==> src/rtl/serial_adder_ctrl_if.sv <==
`default_nettype none
// ---------------------------------------------------------------------------
// Module   : serial_adder_ctrl_if
// Brief    : start/done request handshake and result bus of the bit-serial adder.
// Revision : 1.0 - initial release
// ---------------------------------------------------------------------------
interface serial_adder_ctrl_if #(
  parameter int WIDTH = 8
) ();
  logic             start;
  logic [WIDTH-1:0] in1;
  logic [WIDTH-1:0] in2;
  logic             c_in;
  logic             busy;
  logic             done;
  logic [WIDTH-1:0] sum;
  logic             c_out;

  modport master (
    output start, in1, in2, c_in,
    input  busy, done, sum, c_out
  );

  modport slave (
    input  start, in1, in2, c_in,
    output busy, done, sum, c_out
  );
endinterface
`default_nettype wire

==> src/rtl/serial_adder_ctrl.sv <==
`default_nettype none
// ---------------------------------------------------------------------------
// Module   : serial_adder_ctrl
// Brief    : Bit-serial adder sequencer; one full-adder slice, one bit per clock.
// Revision : 1.0 - initial release
// ---------------------------------------------------------------------------
module serial_adder_ctrl #(
  parameter int WIDTH = 8
) (
  input  logic                clk,
  input  logic                rst,
  serial_adder_ctrl_if.slave  bus
);

  localparam int                c_CNT_W    = (WIDTH > 1) ? $clog2(WIDTH) : 1;
  localparam logic [c_CNT_W-1:0] c_CNT_LAST = c_CNT_W'(WIDTH - 1);

  typedef enum logic [1:0] {
    S_IDLE = 2'd0,
    S_ADD  = 2'd1,
    S_DONE = 2'd2
  } state_t;

  state_t             r_state;
  state_t             w_state_nxt;
  logic [WIDTH-1:0]   r_a_sr;
  logic [WIDTH-1:0]   r_b_sr;
  logic [WIDTH-1:0]   r_sum_sr;
  logic [WIDTH-1:0]   r_sum;
  logic               r_carry;
  logic               r_c_out;
  logic [c_CNT_W-1:0] r_cnt;

  logic               w_accept;
  logic               w_last;
  logic               w_ha1_s;
  logic               w_ha1_c;
  logic               w_ha2_c;
  logic               w_s;
  logic               w_carry_nxt;
  logic [WIDTH-1:0]   w_sum_nxt;

  // Shared full-adder slice built from two half adders and an OR gate.
  assign w_ha1_s     = r_a_sr[0] ^ r_b_sr[0];
  assign w_ha1_c     = r_a_sr[0] & r_b_sr[0];
  assign w_s         = w_ha1_s ^ r_carry;
  assign w_ha2_c     = w_ha1_s & r_carry;
  assign w_carry_nxt = w_ha1_c | w_ha2_c;

  assign w_sum_nxt = (r_sum_sr >> 1) | (WIDTH'(w_s) << (WIDTH - 1));
  assign w_last    = (r_cnt == c_CNT_LAST);
  assign w_accept  = bus.start && ((r_state == S_IDLE) || (r_state == S_DONE));

  always_ff @(posedge clk or posedge rst) begin
    if (rst) begin
      r_state <= S_IDLE;
    end else begin
      r_state <= w_state_nxt;
    end
  end

  always_comb begin
    w_state_nxt = r_state;
    case (r_state)
      S_IDLE:  if (bus.start) w_state_nxt = S_ADD;
      S_ADD:   if (w_last) w_state_nxt = S_DONE;
      S_DONE:  w_state_nxt = bus.start ? S_ADD : S_IDLE;
      default: w_state_nxt = S_IDLE;
    endcase
  end

  always_ff @(posedge clk or posedge rst) begin
    if (rst) begin
      r_a_sr   <= '0;
      r_b_sr   <= '0;
      r_sum_sr <= '0;
      r_sum    <= '0;
      r_carry  <= 1'b0;
      r_c_out  <= 1'b0;
      r_cnt    <= '0;
    end else if (w_accept) begin
      r_a_sr  <= bus.in1;
      r_b_sr  <= bus.in2;
      r_carry <= bus.c_in;
      r_cnt   <= '0;
    end else if (r_state == S_ADD) begin
      r_a_sr   <= r_a_sr >> 1;
      r_b_sr   <= r_b_sr >> 1;
      r_carry  <= w_carry_nxt;
      r_sum_sr <= w_sum_nxt;
      r_cnt    <= r_cnt + c_CNT_W'(1);
      // Result is published only on the DONE transition and then held.
      if (w_last) begin
        r_sum   <= w_sum_nxt;
        r_c_out <= w_carry_nxt;
      end
    end
  end

  assign bus.busy  = (r_state == S_ADD);
  assign bus.done  = (r_state == S_DONE);
  assign bus.sum   = r_sum;
  assign bus.c_out = r_c_out;

endmodule
`default_nettype wire

==> src/flat_wrapper.sv <==
// flat-port wrapper written by rule: the top's interface ports become plain ports
module serial_adder_ctrl_flat 
#(
  parameter int WIDTH = 8
)
  (clk, rst, bus_start, bus_in1, bus_in2, bus_c_in, bus_busy, bus_done, bus_sum, bus_c_out);
  serial_adder_ctrl_if #(.WIDTH(WIDTH)) bus_i ();
  input  logic clk;
  input  logic rst;
  input wire logic [$bits(bus_i.start)-1:0] bus_start;
  input wire logic [$bits(bus_i.in1)-1:0] bus_in1;
  input wire logic [$bits(bus_i.in2)-1:0] bus_in2;
  input wire logic [$bits(bus_i.c_in)-1:0] bus_c_in;
  output wire logic [$bits(bus_i.busy)-1:0] bus_busy;
  output wire logic [$bits(bus_i.done)-1:0] bus_done;
  output wire logic [$bits(bus_i.sum)-1:0] bus_sum;
  output wire logic [$bits(bus_i.c_out)-1:0] bus_c_out;
  assign bus_i.start = bus_start;
  assign bus_i.in1 = bus_in1;
  assign bus_i.in2 = bus_in2;
  assign bus_i.c_in = bus_c_in;
  assign bus_busy = bus_i.busy;
  assign bus_done = bus_i.done;
  assign bus_sum = bus_i.sum;
  assign bus_c_out = bus_i.c_out;
  serial_adder_ctrl #(.WIDTH(WIDTH)) u_core (.clk(clk), .rst(rst), .bus(bus_i));
endmodule
==> config.mk <==
export PLATFORM = sky130hd
export DESIGN_NAME = serial_adder_ctrl_flat
export DESIGN_NICKNAME = d
export VERILOG_FILES = /design/src/rtl/serial_adder_ctrl_if.sv /design/src/rtl/serial_adder_ctrl.sv /design/src/flat_wrapper.sv
export SDC_FILE = /design/constraint.sdc
export NUM_CORES = 1
export LEC_CHECK = 0
export CAP_MARGIN = 30
export CELL_PAD_IN_SITES_DETAIL_PLACEMENT = 0
export CELL_PAD_IN_SITES_GLOBAL_PLACEMENT = 1
export CORE_MARGIN = 8
export CORE_UTILIZATION = 37
export CTS_CLUSTER_SIZE = 14
export DETAILED_ROUTE_END_ITERATION = 8
export GPL_ROUTABILITY_DRIVEN = 0
export PLACE_DENSITY = 0.8
export SETUP_SLACK_MARGIN = 0.1
export SLEW_MARGIN = 10
export SYNTH_ARGS = -nofsm -noshare
export SYNTH_HDL_FRONTEND = slang
export SYNTH_SLANG_ARGS = --single-unit
==> constraint.sdc <==
create_clock -name clk -period 2.15 [get_ports clk]
set_input_delay 0.43 -clock clk [delete_from_list [all_inputs] [get_ports clk]]
set_output_delay 0.43 -clock clk [all_outputs]
set_load 0.01 [all_outputs]
==> impl_metrics.yaml <==
outcome:
  status: "finished clean"
synth:
  ys_ff_latch: 38
  synth_top_area_cell: "dfrtp_1"
  synthCells: 141
  synth_seq_area_share: 0.540
  synth.most_common_cell: "dfrtp_1"
  synth.top_cell.area_share: 0.540
  syn_area_per_cell_um2: 12.5
  synth_edf_count: 0
  ys_types: 23
  yosysWarnings: 0
  netlist_top_cells_count: "38 x dfrtp_1, 14 x nor2b_1, 13 x a211oi_1, 13 x a21oi_1, 13 x mux2i_1"
  synthArstFlopShare: 1.00
  ys.flop_type: "dfrtp_1"
  netlist_top_cells_area: "dfrtp_1 54%, mux2i_1 7.4%, mux2_1 5.8%, a211oi_1 5.5%, mux2_2 5.1%"
  syn_nets: 164
  netlist_area_um2: 1760
power_and_ir_drop:
  vdd_drop_max_v: 0.000733
  total_power_mw: 3.26
  p_leak_nw: 0.952
  p_per_area_nw_per_um2: 1430
clock_network:
  clk_pin_slew_ps: 80
  clockBufferDepth: 2
  tritoncts: "done"
  cts_sinks: 38
  h-tree-depth: 2
  root_buffer: "clkbuf_8"
  clkLatencyLatePin_ps: 290
  cts_setup_buffers: 0
  cts_buffers: 5
  cts.repair.resized: 0
  cts_hold_buf: 0
critical_path:
  startpoint_type: "flip-flop"
  rr_endpoint: "u_core.bus.sum[6]"
  required_ps: 1720
  end_kind: "primary output"
  crit_type: "reg -> out"
  rrSetupSlack_ps: 630
  worstPathArrival_ps: 1450
  worstReg2RegStart: "u_core.r_cnt[0]"
  reg2reg_depth: 4
  crit_fanout: 3
route:
  drt_iter0_markers: 27
  vias_per_cell: 5.02
  drt_drc_violations_left: 0
  drt_wl_total_um: 3640
  dr.pass1.iters: 2
  ant_nets: 0
  vias: 1155
  post_drt_wl_per_cell_um: 15.8
timing:
  hold_viol_final: 0
  layout_setup_ws_ps: 275
  final_max_slew_viol_count: 0
  setup_tns_ps: 0
  min_period_over_period: 0.872
  max-slew-margin-rel: 0.677
  finalSetupViolations: 0
  rsz0062_at_grt: "no"
  timing.final.crit_period_ps: 1880
  fmax_mhz: 533
  tightestPinTransition_ps: 484
  skew_ps: 7.68
finish:
  num_antenna_cells: 0
  final_nets: 198
  layout-drive-gt1-share: 0.142
  layout-area-overhead-vs-synth_pct: 29.4
  n_fill_cell: 395
grt:
  antenna_found_initial: 0
  track_usage: 0.108
  grt_pass1_wl_um: 6180
  grt_overflow_total: 0
  grt_max_degree: 39
  grt_pass1_vias: 1314
floorplan:
  die-area_um2: 7220
  die_w_um: 85.0
  core_um2: 4660
  rows: 25
  die_h_um: 85.0
  initial_core_util: 0.378
  io_pins: 31
worst_hold_path:
  min_path_type: "reg -> reg"
  min_to: "u_core.r_b_sr[6]"
  hold_depth: 1
  worstHoldStart: "u_core.r_b_sr[6]"
place:
  port_buffers: 30
  preCtsSetupSlack_ps: 223
  post-dp-hpwl_um: 2490
flow_run:
  max_cap_violations: 0
flip-flops by register name (all words and copies together), names as in the netlist:
name,count
u_core.bus.c_out,1
u_core.bus.sum,8
u_core.r_a_sr,8
u_core.r_b_sr,8
u_core.r_carry,1
u_core.r_cnt,3
u_core.r_state,2
u_core.r_sum_sr,7
critical path: stages, from the launching register on:
cell	delay, ps
dfrtp_1	400
nor2b_1	190
clkdlybuf4s50_1	560
metal layers:
layer	track usage	share of wire
met1	0.132	0.47
met2	0.165	0.47
met3	0.0444	0.055
met4	0.0388	0.0028
met5	0	0
how the worst max path moves through the flow:
stage	start	to	slack, ps
final	u_core.r_state[1]	bus_done	270
after global routing	u_core.r_state[1]	bus_done	170
after CTS	u_core.r_state[1]	bus_done	250
after detailed placement	bus_start	u_core.r_cnt[1]	220
after global placement	bus_start	u_core.r_cnt[1]	270
after floorplan	u_core.r_cnt[0]	u_core.r_cnt[2]	730
metrics by stage:
step | utilization | instances | cell area, um^2 | hold WS [ps]
2_1_floorplan | - | 141 | 1760 | 448
3_3_place_gp | 0.459 | 222 | 2140 | 460
3_5_place_dp | 0.459 | 222 | 2140 | 470
4_1_cts | 0.489 | 230 | 2280 | 487
5_1_grt | 0.489 | 230 | 2280 | 497
6_report | 0.489 | 230 | 2280 | 482
cells by family (layout without fill, tap and decap cells):
family | after synthesis | count (layout) | share of synthesized area
flops | 38 | 38 | 0.540
compound gates | 36 | 36 | 0.138
mux | 30 | 30 | 0.183
simple gates | 21 | 21 | 0.0768
buf+inv | 12 | 47 | 0.0320
fa+ha+maj | 3 | 3 | 0.0256
xor+xnor | 1 | 1 | 0.00498
where the power goes:
part | leakage [nW] | switching [mW] | internal [mW]
logic | 0.427 | 0.525 | 0.721
registers | 0.457 | 0.232 | 1.06
clock network | 0.0683 | 0.254 | 0.465
total | 0.952 | 1.01 | 2.25
area by class of cell:
type                    instances  area (um^2)  area share
flip-flops and latches         38          951       0.417
multi-input cells              91          753       0.331
repair buffers                 36          358       0.157
clock buffers                   5         68.8      0.0302
clock inverters                 3         68.8      0.0302
well taps                      54         67.6      0.0297
inverters                       3         11.3     0.00494
cells in the final DEF (no fill, tap or decap), drive strengths merged, types with 5 or more instances in the layout:
cell type      instances
a211oi                13
a21oi                 13
a22o                   6
buf                    6
clkbuf                 5
clkdlybuf4s50         30
dfrtp                 38
mux2                  17
mux2i                 13
nor2b                 15
No activity file was read; power rests on OpenSTA's default activity.
